### src/rtl/nibble_capture_fifo.sv
// Edge-triggered nibble capture FIFO: STB rising edge pushes DIN, RD rising edge pops.
// Define NIBBLE_CAPTURE_SYNC_EN to add two-flop synchronizers on STB/RD (+2 cycles latency).
module nibble_capture_fifo #(
    parameter int unsigned WIDTH = 4,
    parameter int unsigned DEPTH = 4,
    parameter int unsigned CW    = 3
) (
    input  logic             CLK,
    input  logic             RST,
    input  logic [WIDTH-1:0] DIN,
    input  logic             STB,
    input  logic             RD,
    output logic [WIDTH-1:0] DOUT,
    output logic             EMPTY,
    output logic             FULL,
    output logic             OVF,
    output logic [CW-1:0]    COUNT
);

    localparam int unsigned AW = (DEPTH > 1) ? $clog2(DEPTH) : 1;

`ifdef NIBBLE_CAPTURE_SYNC_EN
    // Pulses are suppressed until a high pin has reached the edge flop after reset.
    localparam logic [1:0] ARM_CYC = 2'd3;

    logic [1:0] stb_sync;
    logic [1:0] rd_sync;

    always_ff @(posedge CLK) begin
        if (RST) begin
            stb_sync <= '0;
            rd_sync  <= '0;
        end else begin
            stb_sync <= {stb_sync[0], STB};
            rd_sync  <= {rd_sync[0], RD};
        end
    end

    wire stb_i = stb_sync[1];
    wire rd_i  = rd_sync[1];
`else
    localparam logic [1:0] ARM_CYC = 2'd1;

    wire stb_i = STB;
    wire rd_i  = RD;
`endif

    logic             stb_q;
    logic             rd_q;
    logic [1:0]       arm_cnt;
    logic [AW-1:0]    wr_ptr;
    logic [AW-1:0]    rd_ptr;
    logic [CW-1:0]    count;
    logic             ovf;
    logic [WIDTH-1:0] mem [DEPTH];

    logic armed;
    logic push_p;
    logic pop_p;
    logic push_ok;
    logic pop_ok;

    // Edge detection, gated by the post-reset arming window.
    always_comb begin
        armed   = (arm_cnt == ARM_CYC);
        push_p  = stb_i & ~stb_q & armed;
        pop_p   = rd_i & ~rd_q & armed;
        pop_ok  = pop_p & (count != '0);
        push_ok = push_p & ((count < CW'(DEPTH)) | pop_ok);
    end

    always_ff @(posedge CLK) begin
        if (RST) begin
            stb_q   <= 1'b0;
            rd_q    <= 1'b0;
            arm_cnt <= '0;
            wr_ptr  <= '0;
            rd_ptr  <= '0;
            count   <= '0;
            ovf     <= 1'b0;
        end else begin
            stb_q <= stb_i;
            rd_q  <= rd_i;
            if (!armed) begin
                arm_cnt <= arm_cnt + 2'd1;
            end
            if (push_ok) begin
                wr_ptr <= wr_ptr + AW'(1);
            end
            if (pop_ok) begin
                rd_ptr <= rd_ptr + AW'(1);
            end
            if (push_ok && !pop_ok) begin
                count <= count + CW'(1);
            end else if (pop_ok && !push_ok) begin
                count <= count - CW'(1);
            end
            if (push_p && !push_ok) begin
                ovf <= 1'b1;
            end
        end
    end

    // Storage array is deliberately left uncleared by reset.
    always_ff @(posedge CLK) begin
        if (push_ok) begin
            mem[wr_ptr] <= DIN;
        end
    end

    assign EMPTY = (count == '0);
    assign FULL  = (count == CW'(DEPTH));
    assign OVF   = ovf;
    assign COUNT = count;
    assign DOUT  = EMPTY ? '0 : mem[rd_ptr];

endmodule
### config.mk
export PLATFORM = sky130hd
export DESIGN_NAME = nibble_capture_fifo
export DESIGN_NICKNAME = d
export VERILOG_FILES = /design/src/rtl/nibble_capture_fifo.sv
export SDC_FILE = /design/constraint.sdc
export NUM_CORES = 1
export LEC_CHECK = 0
export BUFFER_PORTS_ARGS = -buffer_cell sky130_fd_sc_hd__buf_4
export CAP_MARGIN = 40
export CORE_UTILIZATION = 57
export CTS_CLUSTER_DIAMETER = 40
export DETAILED_ROUTE_END_ITERATION = 10
export HOLD_SLACK_MARGIN = 0.05
export PLACE_DENSITY = 0.88
export SLEW_MARGIN = 10
export SYNTH_ARGS = -nofsm -noshare
export SYNTH_HDL_FRONTEND = slang
export SYNTH_SLANG_ARGS = --single-unit
export TNS_END_PERCENT = 5
### constraint.sdc
create_clock -name CLK -period 7 [get_ports CLK]
set_input_delay 0.35 -clock CLK [delete_from_list [all_inputs] [get_ports CLK]]
set_output_delay 0.35 -clock CLK [all_outputs]
set_load 0.05 [all_outputs]
* Word-level counts from Yosys, hierarchy flattened
Memories as Yosys holds them, arrays and structs flattened. A register that Yosys moved wholly into a read port is not among the register bits.
Index checks and enable logic that the tools add are counted.
** Cells by class
- Reduce and logical (&&, ||, !) cells :: 8
- Equality and inequality tests :: 2
- Add/subtract/negate cells :: 5
- Bitwise gates (word level) :: 9
- Multiplexer cells :: 7
- Magnitude comparators :: 1
** Operator list (number)
- $add A2 B1 Y2 const B :: 3
- $and A1 B1 Y1 :: 6
- $mux W3 :: 2
- $mux W2 :: 2
- $mux W4 :: 1
- $add A3 B1 Y3 const B :: 1
- $eq A3 B3 Y1 const B :: 1
- $logic_and A1 B1 Y1 :: 3
- $logic_not A3 Y1 :: 1
- $lt A3 B3 Y1 const B :: 1
- $reduce_bool A3 Y1 :: 1
- $sub A3 B1 Y3 const B :: 1
- $eq A2 B1 Y1 const B :: 1
- $logic_not A1 Y1 :: 2
- $mux W1 :: 2
- $not A1 Y1 :: 2
- $reduce_bool A2 Y1 :: 1
- $or A1 B1 Y1 :: 1
** Word-level totals
- Logic and storage cells :: 40
- RAM bits :: 16
- Flip-flop bits (word level) :: 12
- Memories kept :: 1
- Output and inout port bits :: 10
** Memory list
- mem :: depth 4, width 4, rd ports 1, clocked after memory_dff 1, write ports 1, RTL line 55 : logic [WIDTH-1:0] mem [DEPTH];

* Logic depth before layout (Yosys ltp)
Gate-level depths: netlist of the first run.
- Word-level depth :: 10
- Mapped depth :: 10

* Worst setup path after synthesis of the first run
No wires, ideal clock.
- Kind :: register to register
- From :: reg count[1] (netlist: COUNT[1])
- To :: reg count[2] (netlist: COUNT[2])
- Slack :: 4.031 ns
- Setup time :: 0.071 ns
- Data required time :: 6.929 ns
- Stages on the path, launching flop included :: 9
- Path buffers :: 0
- Data arrival time :: 2.898 ns
- Cell sequence :: dfxtp_1 > nor3_2 > or3b_4 > ha_1 > inv_1 > fa_1 > xor2_1 > or3_1 > a21oi_1
** Between the ends
- Word-level cells in the longest chain between the ends :: 7
** RTL lines
- start, declared :: RTL line 53 : logic [CW-1:0] count;
- start signal, assigned :: RTL line 94 : count <= count + CW'(1);
- start signal, assigned :: RTL line 96 : count <= count - CW'(1);
- branches (longest 7 deep; another with $lt A3 B3 Y1)
Several ways; the timed one is not identified. The select of a mux whose other input is x is not followed.
A chain may end at the register's enable or synchronous reset.

* Final worst setup path of the first run
- From :: reg arm_cnt[0]
- To :: reg count[2] (netlist: COUNT[2])
** Between the ends
- Word-level cells in the longest chain between the ends :: 8
** RTL lines
- start, declared :: RTL line 50 : logic [1:0] arm_cnt;
- start signal, assigned :: RTL line 85 : arm_cnt <= arm_cnt + 2'd1;
- $eq A2 B1 Y1 (*) :: RTL line 65 : armed = (arm_cnt == ARM_CYC);
- $and A1 B1 Y1 :: RTL line 67 : pop_p = rd_i & ~rd_q & armed;
- $and A1 B1 Y1 :: RTL line 68 : pop_ok = pop_p & (count != '0);
- $or A1 B1 Y1 :: RTL line 69 : push_ok = push_p & ((count < CW'(DEPTH)) | pop_ok);
- $and A1 B1 Y1 (*) :: RTL line 69
- named net push_ok :: RTL line 60 : logic push_ok;
- $logic_not A1 Y1 :: RTL line 95 : end else if (pop_ok && !push_ok) begin
- $logic_and A1 B1 Y1 :: RTL line 95
- $reduce_bool A2 Y1 (no line)
Mark *: on every way through the listed nets, which the timed path passes. The rest lies on a longest branch.

==> results.toml, run 1 <==
[worst_setup_path]
cp-end-kind = "register"
cpPeakStageDelay_ps = 370
path_common_cell = "ha_1"
cp_slowest_cell = "fa_1"
worstPathCellList = "ha_1, and3b_1, a21boi_2, ha_1, inv_1, fa_1, xor2_1, or3_1, a21oi_1"
cp_data_required_time_ps = 7250
reg2reg_slack_ps = 4490
criticalPathCategory = "reg2reg"
cp-start-kind = "register"
rr_startpoint = "arm_cnt[0]"
cp_max_fo = 7
cp_data_arrival_time_ps = 2760
r2r_end = "COUNT[2]"
path_delay_family = "adder cells"
worst-path-buf-inv = 1
rr_worst_depth = 9

[power_and_ir_drop]
total_power_mw = 0.555
peakVddDrop_mv = 0.269
cellLeakagePower_nw = 0.579
powerDensity_mw_per_mm2 = 374

[global_routing]
grt_pass1_vias = 765
track_usage_pct = 18.9
antenna_found_initial = 0
grt_overflow_total = 0
grt_max_degree = 16
grt_pass1_wl_um = 3310

[min_path]
min_to = "mem[2][3]"
hold_class = "in2reg"
min_from = "DIN[3]"
hold_depth = 1

[die]
dieHeight_um = 49.2
num_rows = 16
die_area_mm2 = 0.00242
ios = 18
initial_core_util_pct = 62.7
coreArea_mm2 = 0.00202
die_x_um = 49.2

[clock_tree]
cts_tree = "built"
cts_hold_buffers = 0
numCtsBuffers = 5
clk_pin_slew_worst_paths_ps = 90
clock-root-buffer = "clkbuf_4"
cts_setup_buffers = 0
htreeDepth = 2
cts_resized = 0
clkSinkCount = 30
clk_path_buf_depth = 2
insertion_delay_ps = 310

[routing]
num_vias = 756
wl_per_cell_um = 13.7
drt_iter0_markers = 15
routed_via_density = 5.32
drc = 0
drtAntennaViolNets = 0
first_pass_iters = 3
wl_um = 1950

[yosys]
netlist.area_leader.share_pct = 37.9
seq_area_frac_synth_pct = 60.0
avgSynthCellArea_um2 = 13.9
synth_cells = 91
syn_nets = 106
synth_enable_flop_cells = 16
synth_top_area_cell = "edfxtp_1"
async_reset_ff_share_pct = 0
syn_area_mm2 = 0.00127
ys_ff_latch = 30
synth_cell_type_count = 25
ys.warnings.count = 0
ys.flop_type = "edfxtp_1"
yosys-top-cells-area = "edfxtp_1 38%, dfxtp_1 22%, mux4_2 7.1%"

[finish]
stdcell_area_mm2 = 0.00149
nFillCells = 137
antenna_cells = 0
mostFrequentLayoutCells = "17 x buf_4, 16 x edfxtp_1, 14 x dfxtp_1, 9 x nor2_1, 7 x nor2b_1"
drive_gt1_share_pct = 27.8
post-route-util_pct = 73.5
nets = 129
mostFrequentLayoutCell = "buf_4"
syn2layout_area_growth_pct = 17.2
stdcell_count = 142

[sta]
whs_ps = 231
hold_viol = 0
maxSlewViolCount = 0
min_period_over_period_pct = 35.9
tightestPinTransition_ps = 539
final.min_clock_period_ps = 2510
skew_ps = 6.50
timing.fmax_ghz = 0.398
relSlewSlack_pct = 63.9
rsz0062_at_grt = "false"
fin_tns_setup_ps = 0
setup_viol = 0
worst_slack_ps = 4490

[place]
dp.cells = 134
routabilityCongestion = 0.700
port_buffers = 17
dp_slack_ps = 4510
place_hpwl_um = 1470
dpl_cell_area_mm2 = 0.00143

[run_status]
status = "finished, final reports clean"

[flow_run]
cap_viol_max_count = 0
## worst max path at each step
stage,from,to,depth (start not counted)
detailed placement,arm_cnt[0],COUNT[2],9
global placement,arm_cnt[0],COUNT[2],9
CTS,arm_cnt[0],COUNT[2],9
finish,arm_cnt[0],COUNT[2],9
floorplan,COUNT[1],COUNT[2],8
global route,arm_cnt[1],COUNT[2],10
## power by group
| part | switching (mW) | internal, mW | leakage (nW) |
|---|---|---|---|
| combinational | 0.150 | 0.0787 | 0.285 |
| sequential | 0.0197 | 0.205 | 0.259 |
| clock | 0.0524 | 0.0486 | 0.0353 |
| total | 0.223 | 0.333 | 0.579 |
## area by class of cell
class	count	area [µm²]	area share (%)
clock buffers	7	55.1	3.71
inverters	4	15.0	1.01
clock inverters	1	5.00	0.337
repair buffers	17	128	8.59
flip-flops and latches	30	761	51.2
well taps	27	33.8	2.27
multi-input cells	56	488	32.9
## logic make-up (layout without fill, tap and decap cells)
| logic type | after synthesis | in the layout | share of synthesized area (%) |
|---|---|---|---|
| buffers and inverters | 5 | 29 | 1.48 |
| xor gates and xnor gates | 3 | 3 | 2.07 |
| muxes | 9 | 9 | 11.4 |
| and+or+nand+nor | 30 | 30 | 14.2 |
| adders and majority gates | 7 | 7 | 7.50 |
| AOI/OAI and AO/OA | 7 | 7 | 3.36 |
| DFF | 30 | 30 | 60.0 |
## sequential cells by signal (all words and copies together), names as in the netlist, named ones only
signal / flops
COUNT: 3
OVF: 1
arm_cnt: 2
mem: 16
rd_ptr: 2
rd_q: 1
stb_q: 1
wr_ptr: 2
## worst register-to-register path, delay by kind of cell, from the launching register on
family	cells	cell delay (ps)
xor gates and xnor gates	1	180
AOI/OAI and AO/OA	2	460
and+or+nand+nor	2	510
adders and majority gates	3	870
DFF	1	360
buffers and inverters	1	60
## routing by layer
layer / up-vias / share of wire [%] / global-route usage [%]
met5: - / 0 / 0
li1: 368 / - / -
met3: 3 / 3.7 / 5.61
met2: 14 / 50 / 31.3
met4: 0 / 1.0 / 5.88
met1: 371 / 45 / 23.6
## synth_stat cells, types with 3 or more instances
| library cell | count |
|---|---|
| and2_1 | 4 |
| nor2b_1 | 7 |
| xor2_1 | 3 |
| edfxtp_1 | 16 |
| ha_1 | 6 |
| inv_1 | 4 |
| dfxtp_1 | 14 |
| nor2_1 | 9 |
| nand2b_1 | 3 |
| mux4_2 | 4 |
| a21oi_1 | 3 |
No activity file was read; power rests on OpenSTA's default activity.
==> inputs of run 2 (changes only) <==
- CORE_UTILIZATION: 57 -> 49
- PLACE_DENSITY: 0.88 -> 0.82
- clock period: 7 -> 2.3 ns (I/O delays scaled with it)
==> results.toml, run 2 (synthesized netlist as in run 1, its figures left out) <==
[run_status]
status = "finished, final reports clean"

[finish]
antenna_cells = 0
largest_reg_flops = 16
top_register = "mem"
nFillCells = 178
syn2layout_area_growth_pct = 28.5
stdcell_count = 156
mostFrequentLayoutCells = "20 x buf_4, 16 x edfxtp_1, 11 x dfxtp_1, 9 x nor2_1, 8 x dlygate4sd3_1"
mostFrequentLayoutCell = "buf_4"
stdcell_area_mm2 = 0.00163
post-route-util_pct = 66.4
seq_area_um2 = 769
nets = 140
drive_gt1_share_pct = 31.7
multi_input_area_um2 = 517

[routing]
wl_um = 2230
num_vias = 789
routed_via_density = 5.06
wl_per_cell_um = 14.3
drc = 0
first_pass_iters = 4
drtAntennaViolNets = 0
drt_iter0_markers = 20

[worst_setup_path]
cp-start-kind = "register"
cp_max_fo = 2
rr_worst_depth = 9
cp-end-kind = "register"
cp_data_arrival_time_ps = 2480
criticalPathCategory = "reg2reg"
cp_data_required_time_ps = 2570

[global_routing]
grt_overflow_total = 0
track_usage_pct = 18.9
grt_pass1_wl_um = 3490
antenna_found_initial = 0
grt_max_degree = 16
grt_pass1_vias = 797

[sta]
hold_viol = 0
min_period_over_period_pct = 95.8
setup_viol = 0
final.min_clock_period_ps = 2200
relSlewSlack_pct = 81.4
skew_ps = 13.9
maxSlewViolCount = 0
rsz0062_at_grt = "false"
fin_tns_setup_ps = 0
tightestPinTransition_ps = 279
timing.fmax_ghz = 0.454

[place]
routabilityCongestion = 0.638
dp.cells = 140
port_buffers = 17
dpl_cell_area_mm2 = 0.00148
place_hpwl_um = 1490

[power_and_ir_drop]
peakVddDrop_mv = 0.829
total_power_mw = 1.81
p_seq_share_pct = 38.9
internal_power_mw = 1.09
combPwrFrac_pct = 43.3
p_sw_share_pct = 39.9
powerDensity_mw_per_mm2 = 1110
cellLeakagePower_nw = 0.635
clockPowerShare_pct = 17.8
switchingPower_mw = 0.721

[clock_tree]
cts_tree = "built"
clk_pin_slew_worst_paths_ps = 100
clkSinkCount = 30
insertion_delay_ps = 340
htreeDepth = 2
clk_path_buf_depth = 2
clock-root-buffer = "clkbuf_4"
numCtsBuffers = 5

[min_path]
hold_depth = 2
hold_class = "reg2reg"

[die]
initial_core_util_pct = 51.6
die_area_mm2 = 0.00279
ios = 18
coreArea_mm2 = 0.00245
dieHeight_um = 52.9
die_x_um = 52.9
num_rows = 18

[flow_run]
cap_viol_max_count = 0
==> run 2: changes by cell type in the layout (fill, tap and decap cells not counted), moves of 2 or more <==
cell	delta
buf_4	+3
dfxtp_1	-3
dfxtp_4	+2
dlygate4sd3_1	+8
==> run 2: worst paths after layout <==
path / startpoint / end / slack [ps]
hold reg to reg: OVF / OVF / 490
hold / removal: OVF / OVF / 490
setup / recovery: arm_cnt[0] / COUNT[2] / 100
setup reg to reg: arm_cnt[0] / COUNT[2] / 100
==> run 2: final cells by class <==
class | count | area share, %
clock buffer | 7 | 3.38
clock inverter | 1 | 0.307
inverter | 4 | 0.922
multi-input combinational | 56 | 31.7
sequential | 30 | 47.2
tap | 30 | 2.30
timing repair buffer | 28 | 14.1
==> run 2: worst max-delay path, cell delays in order (launching register included) <==
cell and delay (ps):
dfxtp_1 370, ha_1 190, and3b_1 210, a21boi_4 230
ha_4 170, inv_1 50, fa_2 340, xor2_1 180
or3_1 300, a21oi_1 120
==> run 2: metal layers <==
layer	routed length [µm]	GRT usage, %	vias up
met5	0	0	-
li1	-	-	393
met2	1170	31.6	17
met3	92	5.46	9
met1	908	19.9	370
met4	60	14.0	0
==> run 2: timing repair <==
item | CTS | global route
resized for setup | 0 | 1
hold buffers | 8 | 0
setup buffers | 0 | 0
endpoints found under the hold margin | 21 | 0
setup endpoints to repair | 0 | 1
==> run 2: per-stage QoR <==
step	worst slack [ps]	hold WS (ps)
final	97.3	486
after global routing	26.1	528
after CTS	135	500
after detailed placement	145	321
after global placement	244	313
after floorplan	-110	214
==> run 2: power groups by stage <==
stage / Sequential (mW) / Clock, mW / Combinational [mW]
2_1_floorplan: 0.770 / 0 / 0.471
3_3_place_gp: 0.710 / 0 / 0.739
3_5_place_dp: 0.716 / 0 / 0.761
4_1_cts: 0.703 / 0.328 / 0.775
5_1_grt: 0.716 / 0.348 / 0.834
6_report: 0.705 / 0.322 / 0.783
==> inputs of run 3 (changes only) <==
- ABC_AREA: not set -> 1
- CORE_UTILIZATION: 49 -> 50
- PLACE_DENSITY: 0.82 -> 0.83
==> results.toml, run 3 <==
[finish]
syn2layout_area_growth_pct = 22.8
top_register = "mem"
mostFrequentLayoutCell = "nor2_1"
stdcell_count = 206
largest_reg_flops = 16
post-route-util_pct = 65.3
mostFrequentLayoutCells = "33 x nor2_1, 23 x inv_1, 17 x buf_4, 16 x edfxtp_1, 15 x nand2_1"
nets = 190
drive_gt1_share_pct = 15.9
antenna_cells = 0

[yosys]
ys.flop_type = "edfxtp_1"
yosys-top-cells-area = "edfxtp_1 36%, dfxtp_1 21%, nor2_1 9.4%"
synth.most_common_cell = "nor2_1"
synth_top_area_cell = "edfxtp_1"
syn_area_mm2 = 0.00132
netlist.area_leader.share_pct = 36.5
ys_top_cells_by_count = "33 x nor2_1, 23 x inv_1, 16 x edfxtp_1, 16 x nand2_1, 14 x dfxtp_1"
ys.warnings.count = 0
synth_enable_flop_cells = 16
avgSynthCellArea_um2 = 9.15
syn_nets = 159
synth_cells = 144
synth_cell_type_count = 16
seq_area_frac_synth_pct = 57.7
async_reset_ff_share_pct = 0
ys_ff_latch = 30

[sta]
hold_viol = 0
final.min_clock_period_ps = 2120
tightestPinTransition_ps = 425
skew_ps = 11.9
rsz0062_at_grt = "false"
setup_viol = 0
timing.fmax_ghz = 0.471
relSlewSlack_pct = 71.6
maxSlewViolCount = 0
worst_slack_ps = 179
fin_tns_setup_ps = 0
min_period_over_period_pct = 92.2

[die]
initial_core_util_pct = 53.2
die_area_mm2 = 0.00284
die_x_um = 53.3
ios = 18
coreArea_mm2 = 0.00248
num_rows = 18
dieHeight_um = 53.3

[clock_tree]
cts_setup_buffers = 0
clk_pin_slew_worst_paths_ps = 90
htreeDepth = 2
clkSinkCount = 30
clock-root-buffer = "clkbuf_4"
cts_tree = "built"
clk_path_buf_depth = 2
numCtsBuffers = 5
insertion_delay_ps = 330

[power_and_ir_drop]
cellLeakagePower_nw = 0.672
powerDensity_mw_per_mm2 = 1080
peakVddDrop_mv = 0.744

[global_routing]
grt_pass1_vias = 945
grt_max_degree = 11
grt_pass1_wl_um = 3950
antenna_found_initial = 0
track_usage_pct = 20.5
grt_overflow_total = 0

[place]
place_hpwl_um = 1840
port_buffers = 17
dp_slack_ps = 136
routabilityCongestion = 0.746
dp.cells = 189

[worst_setup_path]
criticalPathCategory = "reg2reg"
reg2reg_slack_ps = 180
cp_max_fo = 6
cp-start-kind = "register"
cp_data_required_time_ps = 2530
cp_data_arrival_time_ps = 2350
cp-end-kind = "register"
rr_startpoint = "arm_cnt[0]"
startpoint = "arm_cnt[0]"

[min_path]
hold_class = "reg2reg"
min_from = "OVF"

[routing]
num_vias = 1027
wl_per_cell_um = 12.2
drc = 0
drt_iter0_markers = 18
first_pass_iters = 4
wl_um = 2520
routed_via_density = 4.99
drtAntennaViolNets = 0

[run_status]
status = "finished, final reports clean"

[flow_run]
cap_viol_max_count = 0
## run 3: cell types whose count changed in the layout (fill, tap and decap cells not counted), sizes merged, moves of 7 or more
cell   before  now
nor2        9   35
a21oi       3   11
nor2b       7    0
nand2       0   17
inv         4   23
nand3       0    7
o21ai       2    9
## run 3: cell families (layout without fill, tap and decap cells)
kind of cell | after synthesis | after routing | share of synthesized area (%)
xor+xnor | 2 | 2 | 1.33
fa+ha+maj | 7 | 7 | 7.22
flops | 30 | 30 | 57.7
buf+inv | 25 | 57 | 7.31
compound gates | 20 | 20 | 7.60
simple gates | 60 | 60 | 18.8
## run 3: final timing paths
path	endpoint	cells after the start
max	COUNT[2]	14
min	OVF	2
max reg2reg	COUNT[2]	14
min reg2reg	OVF	2
## run 3: what timing repair did
item / CTS / global route
hold buffers: 9 / 0
endpoints found under the hold margin: 26 / 0
setup endpoints to repair: 0 / 2
gates resized for setup: 0 / 2
## run 3: power breakdown
| group | internal [mW] | leakage, nW | total [mW] | switching, mW |
|---|---|---|---|---|
| Sequential | 0.630 | 0.259 | 0.692 | 0.0616 |
| Clock | 0.114 | 0.0297 | 0.283 | 0.169 |
| Combinational | 0.243 | 0.384 | 0.780 | 0.537 |
| Total | 0.988 | 0.672 | 1.75 | 0.767 |
## run 3: layout make-up
class	instances	area [µm²]
repair buffers	26	218
clock buffers	6	41.3
flip-flops and latches	30	761
inverters	23	86.3
fillers	188	860
well taps	30	37.5
clock inverters	2	8.76
multi-input cells	89	465
## run 3: layer usage
layer  global-route usage [%]  share of wire [%]  up-vias
li1                         -                  -      521
met1                     21.3                 42      479
met2                     36.3                 52       23
met3                     8.62                4.9        4
met4                     7.02                1.5        0
met5                        0                  0        -
## run 3: stage by stage
stage	total power [mW]	instance area [µm²]	hold slack (ps)
detailed placement	1.46	1470	323
floorplan	1.25	1320	214
global route	1.87	1620	484
finish	1.75	1620	470
CTS	1.75	1610	475
global placement	1.42	1470	317
## run 3: worst max-delay path, cell delays in order (launching register included)
cell and delay [ps]:
dfxtp_1 370, ha_2 240, nand2_1 100, nor2_4 160, nand2_2 110, inv_1 70, ha_1 160, inv_1 70
fa_1 370, inv_1 60, nand2_1 50, nand3_1 100, nand2_1 70, nand2_1 70, nor2_1 40
